`src/rtl/riscv_pkg.sv`:
```
// Shared definitions for the 32I pipelined core: datapath width, the
// canonical bubble instruction and the fetch beat record passed between
// the fetch unit and the IF/ID stage.
package riscv_pkg;

  localparam int XLEN = 32;

  // addi x0, x0, 0 -- architecturally a no-op, used as the bubble word.
  localparam logic [31:0] NOP_INST = 32'h0000_0013;

  typedef struct packed {
    logic            valid;
    logic [XLEN-1:0] pc;
    logic [31:0]     inst;
  } fetch_beat_t;

  // Sequential successor of a PC; wraps modulo 2^XLEN.
  function automatic logic [XLEN-1:0] next_pc(input logic [XLEN-1:0] cur);
    return cur + XLEN'(4);
  endfunction

  // A 32I instruction address must be word aligned.
  function automatic logic pc_misaligned(input logic [XLEN-1:0] cur);
    return |cur[1:0];
  endfunction

endpackage

```
`src/rtl/if_id_pipe_if.sv`:
```
// Fetch-to-IF/ID valid/ready handshake. The fetch unit is the master,
// the IF/ID stage is the slave.
interface if_id_pipe_if #(
  parameter int XLEN = riscv_pkg::XLEN
);

  logic            fetch_valid;
  logic [XLEN-1:0] fetch_pc;
  logic [31:0]     fetch_inst;
  logic            fetch_ready;

  modport master (
    output fetch_valid,
    output fetch_pc,
    output fetch_inst,
    input  fetch_ready
  );

  modport slave (
    input  fetch_valid,
    input  fetch_pc,
    input  fetch_inst,
    output fetch_ready
  );

endinterface

```
`src/rtl/if_id_pipe_skid_buffer.sv`:
```
// One-entry capture/replay register. Captures a fetch beat that arrived
// while decode was held, replays it once decode frees up, and is emptied
// by a flush. The stored valid bit doubles as the full flag.
module skid_buffer
  import riscv_pkg::*;
(
  input  logic        clk,
  input  logic        reset,
  input  logic        clear,
  input  logic        capture,
  input  logic        replay,
  input  fetch_beat_t beat_in,
  output logic        full,
  output fetch_beat_t beat_out
);

  fetch_beat_t store;

  // Priority: reset, then wrong-path clear, then capture, then replay.
  always_ff @(posedge clk) begin
    // NOTE: the data fields are reset too, not just the flag, so the replay
    // path never carries X into decode and the reset image is fully defined.
    if (reset) begin
      store.valid <= 1'b0;
      store.pc    <= '0;
      store.inst  <= NOP_INST;
    end else if (clear) begin
      store.valid <= 1'b0;
    end else if (capture) begin
      store.valid <= 1'b1;
      store.pc    <= beat_in.pc;
      store.inst  <= beat_in.inst;
    end else if (replay) begin
      store.valid <= 1'b0;
    end
  end

  assign full     = store.valid;
  assign beat_out = store;

endmodule

```
`src/rtl/if_id_pipe.sv`:
```
// IF/ID pipeline register. Presents one registered instruction to decode,
// holds it across hazard stalls, turns it into a bubble on flush, and uses
// a one-entry skid buffer so the beat arriving with a stall is not lost.
module if_id_pipe
  import riscv_pkg::*;
#(
  parameter int              XLEN     = riscv_pkg::XLEN,
  parameter logic [XLEN-1:0] RESET_PC = '0
) (
  input  logic            clk,
  input  logic            reset,
  input  logic            stall,
  input  logic            flush,
  if_id_pipe_if.slave     fetch,
  output logic            valid,
  output logic [XLEN-1:0] pc,
  output logic [XLEN-1:0] pc4,
  output logic [31:0]     inst,
  output logic            misaligned
);

  logic            out_valid;
  logic [XLEN-1:0] out_pc;
  logic [31:0]     out_inst;

  logic            skid_full;
  fetch_beat_t     skid_beat;
  fetch_beat_t     in_beat;

  logic            xfer;
  logic            capture;
  logic            replay;

  // The stage only refuses beats while the skid slot is occupied (or in
  // reset), so a beat offered in a stall's first cycle always has a home.
  assign fetch.fetch_ready = !reset && !skid_full;
  assign xfer              = fetch.fetch_valid && fetch.fetch_ready;

  // A beat taken while decode holds goes into the skid; a flush in the
  // same cycle marks it wrong-path so it is not captured.
  assign capture = xfer && stall && !flush;
  assign replay  = skid_full && !stall && !flush;

  assign in_beat = '{valid: 1'b1, pc: fetch.fetch_pc, inst: fetch.fetch_inst};

  skid_buffer u_skid (
    .clk      (clk),
    .reset    (reset),
    .clear    (flush),
    .capture  (capture),
    .replay   (replay),
    .beat_in  (in_beat),
    .full     (skid_full),
    .beat_out (skid_beat)
  );

  // Output register: reset > flush > stall (hold) > advance. On advance the
  // skid drains first so program order is kept.
  always_ff @(posedge clk) begin
    // NOTE: state registers use non-blocking assignment so every flop samples
    // pre-edge values regardless of statement order across blocks.
    if (reset) begin
      out_valid <= 1'b0;
      out_pc    <= RESET_PC;
      out_inst  <= NOP_INST;
    end else if (flush) begin
      out_valid <= 1'b0;
      out_inst  <= NOP_INST;
    end else if (!stall) begin
      if (skid_full) begin
        out_valid <= skid_beat.valid;
        out_pc    <= skid_beat.pc;
        out_inst  <= skid_beat.inst;
      end else if (xfer) begin
        out_valid <= 1'b1;
        out_pc    <= fetch.fetch_pc;
        out_inst  <= fetch.fetch_inst;
      end else begin
        out_valid <= 1'b0;
        out_inst  <= NOP_INST;
      end
    end
  end

  assign valid      = out_valid;
  assign pc         = out_pc;
  assign inst       = out_inst;
  assign pc4        = next_pc(out_pc);
  assign misaligned = out_valid && pc_misaligned(out_pc);

endmodule

```
`src/flat_wrapper.sv`:
```
// flat-port wrapper written by rule: the top's interface ports become plain ports
module if_id_pipe_flat import riscv_pkg::*;
#(
  parameter int              XLEN     = riscv_pkg::XLEN,
  parameter logic [XLEN-1:0] RESET_PC = '0
)
  (clk, reset, stall, flush, valid, pc, pc4, inst, misaligned, fetch_fetch_valid, fetch_fetch_pc, fetch_fetch_inst, fetch_fetch_ready);
  if_id_pipe_if #(.XLEN(XLEN)) fetch_i ();
  input  logic clk;
  input  logic reset;
  input  logic stall;
  input  logic flush;
  output logic valid;
  output logic [XLEN-1:0] pc;
  output logic [XLEN-1:0] pc4;
  output logic [31:0] inst;
  output logic misaligned;
  input wire logic [$bits(fetch_i.fetch_valid)-1:0] fetch_fetch_valid;
  input wire logic [$bits(fetch_i.fetch_pc)-1:0] fetch_fetch_pc;
  input wire logic [$bits(fetch_i.fetch_inst)-1:0] fetch_fetch_inst;
  output wire logic [$bits(fetch_i.fetch_ready)-1:0] fetch_fetch_ready;
  assign fetch_i.fetch_valid = fetch_fetch_valid;
  assign fetch_i.fetch_pc = fetch_fetch_pc;
  assign fetch_i.fetch_inst = fetch_fetch_inst;
  assign fetch_fetch_ready = fetch_i.fetch_ready;
  if_id_pipe #(.XLEN(XLEN), .RESET_PC(RESET_PC)) u_core (.clk(clk), .reset(reset), .stall(stall), .flush(flush), .fetch(fetch_i), .valid(valid), .pc(pc), .pc4(pc4), .inst(inst), .misaligned(misaligned));
endmodule
```
`config.mk`:
```
export PLATFORM = sky130hd
export DESIGN_NAME = if_id_pipe_flat
export DESIGN_NICKNAME = d
export VERILOG_FILES = /design/src/rtl/riscv_pkg.sv /design/src/rtl/if_id_pipe_if.sv /design/src/rtl/if_id_pipe_skid_buffer.sv /design/src/rtl/if_id_pipe.sv /design/src/flat_wrapper.sv
export SDC_FILE = /design/constraint.sdc
export NUM_CORES = 1
export LEC_CHECK = 0
export CAP_MARGIN = 20
export CORE_AREA = 2 2 114 116
export CTS_CLUSTER_DIAMETER = 80
export DETAILED_ROUTE_END_ITERATION = 8
export DIE_AREA = 0 0 116 118
export GPL_TIMING_DRIVEN = 0
export HOLD_SLACK_MARGIN = 0.15
export PLACE_DENSITY = 0.85
export REMOVE_ABC_BUFFERS = 1
export SLEW_MARGIN = 20
export SYNTH_ARGS = -nofsm -noshare
export SYNTH_HDL_FRONTEND = slang
export SYNTH_HIERARCHICAL = 1
export SYNTH_SLANG_ARGS = --single-unit
```
`constraint.sdc`:
```
create_clock -name clk -period 6.09 [get_ports clk]
set_input_delay 1.218 -clock clk [delete_from_list [all_inputs] [get_ports clk]]
set_output_delay 1.218 -clock clk [all_outputs]
set_load 0.05 [all_outputs]
```
---- Yosys cells after proc, flatten, opt, wreduce, memory -nomap -nowiden ----
Index checks and enable logic that the tools add are counted.
cells by class
  eq/ne operators ......................... 0
  multipliers ............................. 0
  bitwise operators ....................... 2
  mux-type cells .......................... 8
  $lt $le $gt $ge ......................... 0
  divide/modulo/power cells ............... 0
  shifts and indexed selects .............. 0
  reductions and logical operators ........ 17
  add/sub/neg operators ................... 1
operators with widths
  cell                   number
  $mux 32                4
  $add 32x3->32 const B  1
  $logic_and 1x1->1      7
  $logic_not 1->1        4
  $mux 1                 4
  $reduce_bool 2->1      2
  $reduce_or 2->1        2
  $reduce_and 3->1       1
  $not 1->1              2
  $reduce_and 2->1       1
word-level totals
  bits in latches ......................... 0
  memory bits (read-only) ................. 0
  output and inout port bits .............. 99
  memories ................................ 0
  bits of input ports ..................... 69
  bits in writable memories ............... 0
  bits in registers ....................... 130

---- Logic depth before layout (Yosys ltp) ----
  depth after elaboration ................. 6
  mapped depth ............................ 8
  mapped depth without buffers ............ 5

---- Cells and area by module ----
The synthesis kept the hierarchy.
modules (own cells, without submodules)
  module       times used  area each (µm²)  cells an instance  seq. area each (µm²)
  if_id_pipe   1           3529.6           394                1301.2
  skid_buffer  1           2984.1           295                1301.2

---- Worst setup path after synthesis ----
Ideal clock, no wire load.
  kind .................................... reg-to-output
  start point ............................. reg u_core.out_pc[2] (netlist: u_core/pc[2])
  end point ............................... out pc4[28]
  arrival time ............................ 2.619 ns
  cell stages (with the launch flop) ...... 7
  path slack .............................. 2.253 ns
  data required time ...................... 4.872 ns
  path through ............................ dfxtp_1 -> ha_1 -> nand3_1 -> or4_1 -> buf_6 -> nor4_4 -> xor2_1
between the ends
  cells in the longest elaborated chain, start to end .. 1
RTL lines
  item                    line                source
  from (decl)             if_id_pipe.sv:23    logic [XLEN-1:0] out_pc;
  from (signal assigned)  if_id_pipe.sv:72    out_pc <= skid_beat.pc;
  from (signal assigned)  if_id_pipe.sv:76    out_pc <= fetch.fetch_pc;
  $add 32x3->32           riscv_pkg.sv:19     return cur + XLEN'(4);
  to (decl)               flat_wrapper.sv:15  output logic [XLEN-1:0] pc4;
No other way between the ends.

---- Worst setup path in the final report ----
  start point ............................. reg u_core.out_pc[2] (netlist: u_core/pc[2])
  end point ............................... out pc4[30]
Same word-level chain as after synthesis.

==> metrics.md <==
| Metric | Value |
|---|---|
| Pin count of the biggest net entering global routing | 89 |
| Required @ worst endpoint | 4870 ps |
| Reg clk slew, reported paths | 50 ps |
| Total Routing Usage GR | 25.7% |
| Final Critical Period | 4570 ps |
| Drt first-iter violations | 357 |
| First-pass GRT wire length | 28,200 um |
| Slowest cell on the critical path | clkdlybuf4s50_1 |
| CORE AREA | 0.0124 mm^2 |
| Hold-fix buffers, CTS | 0 |
| Mapped cell area | 0.00651 mm^2 |
| Setup Crit Path Kind | reg -> out |
| Pwr dens | 264 mW/mm^2 |
| Routed Antenna Nets | 0 |
| Initial antenna violation count | 0 |
| Final Power | 2360 uW |
| CTS Sinks | 130 |
| Via count | 5,830 |
| DP Area | 0.00827 mm^2 |
| CP max stage delay | 840 ps |
| Post-DR wirelength/cell | 17.6 um |
| Post-DP HPWL | 11,600 um |
| CP Data Arrival Time | 3350 ps |
| Area delta synth->final | 37.3% |
| Initial Util | 52.4% |
| Layout cells sized above 1 | 9.76% |
| Endpoint type of the worst setup path | output pin |
| Hold Path Class | reg -> reg |
| Number of port buffers | 167 |
| Cell Chain, Critical Path | ha_1 -> nand3_1 -> or4_1 -> nor4_4 -> xor2_1 -> clkdlybuf4s50_1 |
| Slew @ Worst Pin | 751 ps |
| Max-slew violations | 0 |
| CTS root buffer | clkbuf_16 |
| # Post-CTS Setup Buffers | 0 |
| RSZ-0062 raised after global routing | no |
| H-tree levels | 4 |
| CP startpoint | u_core/pc[2] |
| Drc violations | 0 |
| Vias in the first global route | 5,710 |
| Worst-case clock skew | 5.60 ps |
| Die width | 116 um |
| Row Count | 41 |
| Gpl congestion | 0.773 |
| Bufs and invs on worst path | 1 |
| CP startpoint kind | flip-flop |
| Vias per inst | 5.82 |
| Cell family with most CP delay | simple AND/OR/NAND/NOR gates |
| YS warnings | 6 |
| RR Startpoint | u_core/u_skid/full |
| Hold Path Origin | u_core/u_skid/beat_out[62] |
| Post-cts sizing count | 0 |
| Worst-skew pair later-pin latency | 410 ps |
| Number of max-cap violations | 0 |
| First drt pass iteration count | 5 |
| Final setup viols | 0 |
| Die Area | 0.0137 mm^2 |
| Cell area after layout | 0.00894 mm^2 |
| Slew HR | 49.8% |
| Num ports | 168 |
| ANT cells | 0 |
| CTS tree | yes |
| Nets@finish | 888 |
| Status | complete, no violations |
| VDD IR max | 160 uV |
| Mapped Cells | 688 |
| Tcrit/Tclk final | 75.1% |
| CTS max path bufs | 2 |
| Max Clock Freq | 219 MHz |
| Final WL | 17,600 um |
| TritonCTS Buffers | 17 |
| Layout fillers | 938 |
| Max FO, Critical Path | 8 |
| Final core utilization | 72.0% |
| Final Hold Vio Count | 0 |
| TNS Setup | 0 ps |
| Die height | 118 um |
| Leakage Power | 0.00304 uW |
| Syn avg cell area | 9.46 um^2 |
| Hold WS | 464 ps |
| Grt total ovfl | 0 |
==> final cells by class <==
| class | count | area (um^2) | area share, % |
|---|---|---|---|
| Sequential cell | 130 | 2610 | 29.2 |
| Clock buffer | 22 | 494 | 5.53 |
| Multi-Input combinational cell | 480 | 3530 | 39.5 |
| Timing Repair Buffer | 182 | 1890 | 21.1 |
| Inverter | 7 | 26.3 | 0.294 |
| Tap cell | 172 | 215 | 2.41 |
| Clock inverter | 9 | 175 | 1.96 |
==> power breakdown <==
group	internal, uW	switching, uW
combinational	138	183
clock	777	370
sequential	872	22.1
total	1790	575
==> worst min-delay path: stages (launching register included) <==
cell and delay [ps]:
dfxtp_1 300, nand2b_1 70, o21ai_1 50
==> placed cells by master, fill, tap and decap left out, types with 3 or more instances in the layout <==
cell / n
a211oi_1: 33
nand2_1: 8
clkdlybuf4s50_1: 164
nor2b_1: 31
buf_12: 3
buf_6: 3
and4_1: 3
clkbuf_16: 17
dfxtp_1: 129
mux2i_1: 35
nor2_1: 49
nand4bb_1: 61
nand2b_1: 61
nor3_1: 30
a21oi_1: 4
o21ai_1: 51
nand4_1: 5
nor4_4: 3
nand3_1: 9
a221oi_1: 29
inv_1: 7
buf_16: 3
xor2_1: 16
bufinv_16: 5
xnor2_1: 12
clkbuf_8: 5
o22ai_1: 3
o21ai_2: 10
buf_4: 6
o21ai_0: 3
nor3_2: 6
==> through the flow <==
stage	instances	setup slack (ps)
CTS	1002	1450
floorplan	617	-1780
global route	1002	1330
finish	1002	1520
detailed placement	971	1920
global placement	956	-7850
==> flip-flops by register name (all words and copies together), names as in the netlist <==
signal,cells
u_core/valid,1
u_core/u_skid/full,1
u_core/pc,32
u_core/inst,32
u_core/u_skid/beat_out,64
==> per-layer routing <==
| metal | wire length, um | part of all wire, % | vias up | global-route usage [%] |
|---|---|---|---|---|
| met2 | 8810 | 50 | 216 | 43.3 |
| met1 | 7250 | 41 | 2833 | 30.5 |
| li1 | - | - | 2762 | - |
| met3 | 1300 | 7.4 | 19 | 7.42 |
| met4 | 226 | 1.3 | 0 | 10.3 |
| met5 | 0 | 0 | - | 0 |
==> worst paths after layout <==
kind         depth (start not counted)                    endpoint  slack, ps
max reg2reg                          9   u_core/u_skid/beat_out[4]       2790
max                                  6                     pc4[30]       1520
min reg2reg                          2  u_core/u_skid/beat_out[62]        460
min                                  2  u_core/u_skid/beat_out[62]        460
Power figures use the tool's default switching activity.
